<file path="config.mk">
export PLATFORM = sky130hd
export DESIGN_NAME = small_calculator_arbiter
export DESIGN_NICKNAME = d
export VERILOG_FILES = /design/src/rtl/small_calculator_arbiter.sv
export SDC_FILE = /design/constraint.sdc
export NUM_CORES = 1
export LEC_CHECK = 0
export BUFFER_PORTS_ARGS = -buffer_cell sky130_fd_sc_hd__buf_2
export CORE_AREA = 4 4 72 61
export CTS_BUF_LIST = sky130_fd_sc_hd__clkbuf_16
export DETAILED_ROUTE_END_ITERATION = 8
export DIE_AREA = 0 0 76 65
export PLACE_DENSITY = 0.72
export SLEW_MARGIN = 20
export SYNTH_ARGS = -nofsm -noshare
export SYNTH_HDL_FRONTEND = slang
export SYNTH_SLANG_ARGS = --single-unit
</file>
<file path="constraint.sdc">
create_clock -name clk -period 1.55 [get_ports clk]
set_input_delay 0.0775 -clock clk [delete_from_list [all_inputs] [get_ports clk]]
set_output_delay 0.0775 -clock clk [all_outputs]
set_load 0.01 [all_outputs]
</file>
<file path="src/rtl/small_calculator_arbiter.sv">
// Round-robin arbiter/sequencer that shares one small_calculator between four requesters.
// Optional WAIT-state timeout is built only when SCA_TIMEOUT_EN is defined.
module small_calculator_arbiter #(
  parameter int W       = 4,
  parameter int TIMEOUT = 15
) (
  input  logic           clk,
  input  logic           rst_n,
  input  logic [3:0]     req,
  input  logic [7:0]     req_op,
  input  logic [4*W-1:0] req_in1,
  input  logic [4*W-1:0] req_in2,
  output logic [3:0]     ack,
  output logic [W-1:0]   result,
  output logic           err,
  output logic           busy,
  output logic           calc_go,
  output logic [1:0]     calc_op,
  output logic [W-1:0]   calc_in1,
  output logic [W-1:0]   calc_in2,
  input  logic           calc_done,
  input  logic [W-1:0]   calc_out
);

  typedef enum logic [2:0] {DRAIN, IDLE, ISSUE, WAIT, RESP} state_t;

  state_t     state_q, state_d;
  logic [2:0] drain_cnt_q, drain_cnt_d;
  logic [1:0] ptr_q, ptr_d;
  logic [1:0] grant_q, grant_d;
  logic [1:0] op_q, op_d;
  logic [W-1:0] in1_q, in1_d;
  logic [W-1:0] in2_q, in2_d;
  logic [W-1:0] result_q, result_d;
  logic [1:0] pick;
  logic [1:0] idx;
  logic       timeout_hit;

  // First set request at or after ptr; scanning downward leaves the nearest one.
  always_comb begin
    pick = ptr_q;
    idx  = ptr_q;
    for (int k = 3; k >= 0; k--) begin
      idx = ptr_q + 2'(k);
      if (req[idx]) pick = idx;
    end
  end

`ifdef SCA_TIMEOUT_EN
  logic [7:0] tcnt_q, tcnt_d;
  logic       err_q, err_d;

  always_comb begin
    tcnt_d = tcnt_q;
    err_d  = err_q;
    if (state_q == ISSUE) tcnt_d = '0;
    else if (state_q == WAIT) tcnt_d = tcnt_q + 8'd1;
    if (state_q == WAIT && calc_done) err_d = 1'b0;
    else if (timeout_hit) err_d = 1'b1;
  end

  assign timeout_hit = (state_q == WAIT) && !calc_done && (tcnt_q + 8'd1 == 8'(TIMEOUT));
  assign err = err_q;

  always_ff @(posedge clk) begin
    if (!rst_n) begin
      tcnt_q <= '0;
      err_q  <= 1'b0;
    end else begin
      tcnt_q <= tcnt_d;
      err_q  <= err_d;
    end
  end
`else
  assign timeout_hit = 1'b0;
  assign err = 1'b0;
`endif

  always_ff @(posedge clk) begin
    if (!rst_n) begin
      state_q     <= DRAIN;
      drain_cnt_q <= '0;
      ptr_q       <= '0;
      grant_q     <= '0;
      op_q        <= '0;
      in1_q       <= '0;
      in2_q       <= '0;
      result_q    <= '0;
    end else begin
      state_q     <= state_d;
      drain_cnt_q <= drain_cnt_d;
      ptr_q       <= ptr_d;
      grant_q     <= grant_d;
      op_q        <= op_d;
      in1_q       <= in1_d;
      in2_q       <= in2_d;
      result_q    <= result_d;
    end
  end

  // The drain counter rests at zero outside DRAIN, so every entry starts a fresh 4-cycle drain.
  always_comb begin
    state_d     = state_q;
    drain_cnt_d = '0;
    ptr_d       = ptr_q;
    grant_d     = grant_q;
    op_d        = op_q;
    in1_d       = in1_q;
    in2_d       = in2_q;
    result_d    = result_q;
    case (state_q)
      DRAIN: begin
        drain_cnt_d = drain_cnt_q + 3'd1;
        if (drain_cnt_q == 3'd3) state_d = IDLE;
      end
      IDLE: begin
        if (|req) begin
          grant_d = pick;
          op_d    = req_op[{pick, 1'b0} +: 2];
          in1_d   = req_in1[W*int'(pick) +: W];
          in2_d   = req_in2[W*int'(pick) +: W];
          state_d = ISSUE;
        end
      end
      ISSUE: begin
        ptr_d   = grant_q + 2'd1;
        state_d = WAIT;
      end
      WAIT: begin
        if (calc_done) begin
          result_d = calc_out;
          state_d  = RESP;
        end else if (timeout_hit) begin
          result_d = '0;
          state_d  = RESP;
        end
      end
      RESP: state_d = err ? DRAIN : IDLE;
      default: state_d = DRAIN;
    endcase
  end

  always_comb begin
    ack      = (state_q == RESP) ? (4'b0001 << grant_q) : 4'b0000;
    calc_go  = (state_q == ISSUE);
    busy     = (state_q != IDLE);
    result   = result_q;
    calc_op  = op_q;
    calc_in1 = in1_q;
    calc_in2 = in2_q;
  end

endmodule

</file>
After elaboration in Yosys (flattened, before gate mapping):

Index checks and enable logic that the tools add are counted.

* logic and storage cells: 53
* flip-flop bits (word level): 24

* muxes and demuxes: 17
* reductions and logical operators: 6
* order comparisons: 4
* $add $sub $neg: 5
* eq/ne operators: 9
* shift-type cells: 4

Operators by type and width (count)
* 16-bit by 5-bit indexed part select with 4-bit output: 2
* 3-bit case mux with 5 select lines: 1
* 2-bit by 3-bit less-than comparator with 1-bit output, second input constant: 4
* 3-bit by 2-bit == test with 1-bit output, second input constant: 3
* 3-bit two-way mux: 3
* 1-bit binary-select mux with 2-bit select: 4
* 2-bit two-way mux: 4
* 8-bit by 4-bit indexed part select with 2-bit output: 1
* 2-bit != test, second input constant: 3
* 2-bit AND reduction: 3
* 2-bit by 1-bit adder with 2-bit output, second input constant: 2
* 2-bit adder, second input constant: 2
* 1-bit two-way mux: 4
* 4-bit two-way mux: 1
* 4-bit OR reduction: 1
* 1-bit by 2-bit << shifter with 4-bit output, first input constant: 1
* 3-bit by 1-bit adder with 3-bit output, second input constant: 1
* 3-bit by 1-bit == test with 1-bit output, second input constant: 1
* 3-bit == test, second input constant: 1
* 3-bit logical NOT: 1
* 3-bit by 1-bit != test with 1-bit output, second input constant: 1
* 3-bit AND reduction: 1

Logic depth before layout (Yosys ltp):

* depth in word-level cells: 8
* gate-level depth with buffers: 6

Worst setup path before layout:

OpenSTA, ideal clock, no wires.

* path kind: register -> register
* from: reg ptr_q[0]
* to: reg in2_q[0] (netlist: calc_in2[0])
* required time: 1420 ps
* library setup time: 130 ps
* period minus slack after synthesis: 1555 ps
* cell stages (with the launch flop): 7
* arrival time: 1425 ps
* setup slack: -5 ps
* path through: dfxtp_1 nor2b_1 a21o_1 a211oi_2 buf_6 mux2i_1 o221ai_2

* cells in the longest elaborated chain, start to end: 8
* elaborated cells on any way between the ends: 16
* those cells by class: 3 x add/sub; 1 x shift; 12 x mux

RTL lines
* start, declared: RTL line 29 `logic [1:0] ptr_q, ptr_d;`
* start signal, assigned: RTL line 92 `ptr_q <= ptr_d;`
* 2-bit adder: RTL line 44 `idx = ptr_q + 2'(k);`
* 1-bit binary-select mux with 2-bit select: RTL line 45 `if (req[idx]) pick = idx;`
* 1-bit two-way mux (implied by the code): RTL line 45
* 2-bit two-way mux (3 in series): RTL line 45
* 2-bit two-way mux *: RTL line 45
* 16-bit by 5-bit indexed part select with 4-bit output *: RTL line 121 `in2_d = req_in2[W*int'(pick) +: W];`
* end signal, assigned: RTL line 96 `in2_q <= in2_d;`
* end, declared: RTL line 33 `logic [W-1:0] in2_q, in2_d;`

Mark *: on every way between the ends. The rest lies on a longest branch, timed or not. The select of a mux whose other input is x is not followed.
A chain may end at the register's enable or synchronous reset.

Worst setup path after layout:

* from: reg ptr_q[0]
* to: reg in1_q[0] (netlist: calc_in1[0])

* cells in the longest elaborated chain, start to end: 8
* elaborated cells on any way between the ends: 16
* those cells by class: 3 x add/sub; 1 x shift; 12 x mux

RTL lines
* 2-bit adder: RTL line 44
* 1-bit binary-select mux with 2-bit select: RTL line 45
* 1-bit two-way mux (implied by the code): RTL line 45
* 2-bit two-way mux (3 in series): RTL line 45
* 2-bit two-way mux *: RTL line 45
* 16-bit by 5-bit indexed part select with 4-bit output *: RTL line 120 `in1_d = req_in1[W*int'(pick) +: W];`
* end signal, assigned: RTL line 95 `in1_q <= in1_d;`
* end, declared: RTL line 32 `logic [W-1:0] in1_q, in1_d;`

Marked as above.

==> impl_results.md <==
* Dpl hpwl at 2705 um
* Hold endpoint: result[3]
* Clk_skew at 3.501 ps
* Root buffer cell: clkbuf_16
* Number of max-cap violations at 0
* Top Ports at 72
* RR Endpoint: calc_in1[0]
* Number of global-route vias before repair at 1308
* CP required at 1690 ps
* Via count at 1328
* Most frequent cells in the layout: buf_2, dfxtp_1, nor2_1
* Worst r2r src: ptr_q[0]
* RSZ-0062 raised after global routing: yes
* WL met2 at 1645 um
* Critical path arrival at 1710 ps
* CTS tree: yes
* ANT nets after route at 0
* Top sig layer: met4
* Met3 wire length at 247 um
* Most common cell after layout, fill and taps aside: buf_2
* Clk_lat worst skew at 260 ps
* Global route overflow at 0
* Vias/cell at 4.919
* First-pass GRT wire length at 5699 um
* Iteration-0 DRC count of the detailed router at 46
* Cts bufs inserted at 3
* # DRC at 0
* Setup TNS at -145.6 ps
* Gate Count Post-Synth at 145
* GPL Wtd Cong at 0.7643
* Layout cells sized above 1 at 53.10%
* PwrDens at 1157 nW/um^2
* Max rail drop VDD at 0.6224 mV
* Final core utilization at 56.67%
* Antenna violations before repair at 0
* # clock sinks at 24
* Die span in y at 65 um
* Fin worst setup slack at -24.94 ps
* Finished Cell Area at 2085 sq um
* Core area at 3679 sq um
* Fin nets at 284
* Clk buf depth at 2
* M1 WL at 1614 um
* Post-synth cell types at 31
* Synth-to-layout area growth at 48.22%
* Failing checks: setup timing
* Crit path max fanout at 6
* Largest net degree at the start of global routing at 14
* Mean post-synth cell area at 9.699 sq um
* Final Hold Viols at 0
* CTS clock-pin slew for the worst setup and hold paths at 60 ps
* FP Rows at 20
* Final WL at 3555 um
* P_leak at 1.001 nW
* Drt first pass iters at 4
* Max Slew Vio Count at 0
* Seq/Total Area, Yosys at 34.16%
* Worst path slowest cell: dfxtp_4
* WL per Instance at 13.17 um
* Chip Width at 76 um
* Status: complete, but fails checks
* CP Class: flip-flop to flip-flop
* Die area at 4940 sq um
* WHS Path Cells at 3
* Crit end category: flip-flop
* Worst setup SP type: flip-flop
* Crit share post-route at 101.6%
* H-Tree Depth at 1
* Worst r2r path cells at 7
* Synthesized Nets at 202
* Placed Area at 1853 sq um
* Period minus WS final at 1575 ps
* Worst min-delay path class: input port to flip-flop
* Worst-path cell chain: nor2b_4 > a21o_1 > a211oi_4 > buf_6 > buf_12 > mux2i_2 > o221ai_2
* CP peak stage delay at 370 ps
* Initial Util at 38.23%
* R2R Setup Slk at -20 ps
* Worst Hold Launch: calc_out[3]
* Place WS at -104.1 ps
* Max Clock Freq at 634.9 MHz
* IO Port Bufs at 70
* Cell Area, Synth at 1406 sq um
* Final Setup Violations at 8
* Number of synthesis warnings at 0
* N_diodes at 0
* Synthesis-stage register bit count at 24
* GRT Overall Usage at 14.04%
-- synthesized netlist by cell type --
| cell type | number | area (sq um) |
|---|---|---|
| buf_6 | 3 | 33.78 |
| a221oi_2 | 1 | 15.01 |
| a211oi_1 | 2 | 15.01 |
| o221ai_2 | 10 | 150.1 |
| nor2_1 | 18 | 67.56 |
| nor3b_1 | 1 | 7.510 |
| a31oi_2 | 1 | 12.51 |
| inv_1 | 8 | 30.03 |
| nand2b_1 | 1 | 6.260 |
| and3_1 | 4 | 25.02 |
| buf_4 | 1 | 7.510 |
| or3_1 | 1 | 6.260 |
| nand3_1 | 1 | 5.000 |
| a211oi_2 | 1 | 12.51 |
| a21oi_1 | 5 | 25.02 |
| a21o_1 | 1 | 7.510 |
| ha_1 | 6 | 75.07 |
| conb_1 | 1 | 3.750 |
| nand4b_1 | 1 | 8.760 |
| and3b_1 | 1 | 8.760 |
| nand3_2 | 1 | 10.01 |
| dfxtp_1 | 24 | 480.5 |
| nor2b_1 | 2 | 12.51 |
| nand3b_1 | 1 | 7.510 |
| nand2_1 | 12 | 45.04 |
| nor3_1 | 3 | 15.01 |
| mux2i_1 | 27 | 270.3 |
| clkbuf_1 | 4 | 15.01 |
| a2bb2oi_1 | 1 | 8.760 |
| or2b_1 | 1 | 7.510 |
| or4_4 | 1 | 11.26 |
-- logic make-up (layout without fill, tap and decap cells) --
logic type               count (synthesis)  count (layout)  synth area share [%]
adder cells (fa/ha/maj)                  6               6                 5.338
other                                    1               1                0.2666
AND/OR/NAND/NOR                         49              49                 17.35
flip-flops                              24              24                 34.16
AO/OA/AOI/OAI                           22              22                 17.53
multiplexers                            27              27                 19.22
buffers and inverters                   16              97                 6.139
-- per-stage QoR --
stage / power, mW / hold WS, ps / std cells
after floorplan: 1.425 / 221.4 / 145
after global routing: 2.596 / 68.75 / 270
final: 2.411 / 56.84 / 270
after global placement: 1.719 / 307.0 / 263
after detailed placement: 1.735 / 316.5 / 263
after CTS: 2.377 / 47.90 / 271
-- how the worst max path moves through the flow --
stage	start	endpoint	cells after the start
floorplan	ptr_q[0]	calc_in2[0]	6
global placement	ptr_q[0]	calc_in1[3]	6
detailed placement	ptr_q[0]	calc_in1[3]	6
CTS	ptr_q[0]	calc_in1[3]	7
global route	ptr_q[0]	calc_in1[3]	7
finish	ptr_q[0]	calc_in1[0]	7
-- sequential cells by signal (all words and copies together) (netlist names) --
signal / count
calc_in1: 4
calc_in2: 4
calc_op: 2
drain_cnt_q: 3
grant_q: 2
ptr_q: 2
result: 4
state_q: 3
-- critical path: cells and delay by family, from the launching register on --
family,cells,cell delay (ps)
and+or+nand+nor,1,40
muxes,1,220
DFF,1,370
buffers and inverters,2,290
AOI/OAI and AO/OA,3,530
-- repair_timing --
item,in CTS,in global routing
hold buffers,0,0
endpoints found under the setup margin,10,11
pin swaps,1,3
buffers inserted,2,0
cloned,2,0
resized for setup,14,19
-- area by class of cell --
cell class                 instances  area, sq um
multi-input combinational        105        945.9
timing repair buffer              85        486.7
clock buffer                       3        75.07
sequential                        24        488.0
fill                             345         1594
clock inverter                     1        3.754
inverter                           8        30.03
tap                               44        55.05
-- metal layers --
metal | vias up | track usage, %
met2 | 45 | 23.40
met4 | 0 | 5.333
met1 | 599 | 17.27
met5 | - | 0
met3 | 4 | 3.750
li1 | 680 | -
-- report_power, final --
group	switching [mW]	internal [mW]	leakage (nW)	total, mW
registers	0.0921	0.749	0.196	0.841
clock network	0.213	0.345	0.0385	0.558
logic	0.501	0.511	0.766	1.01
(Power assumes the default switching activity.)
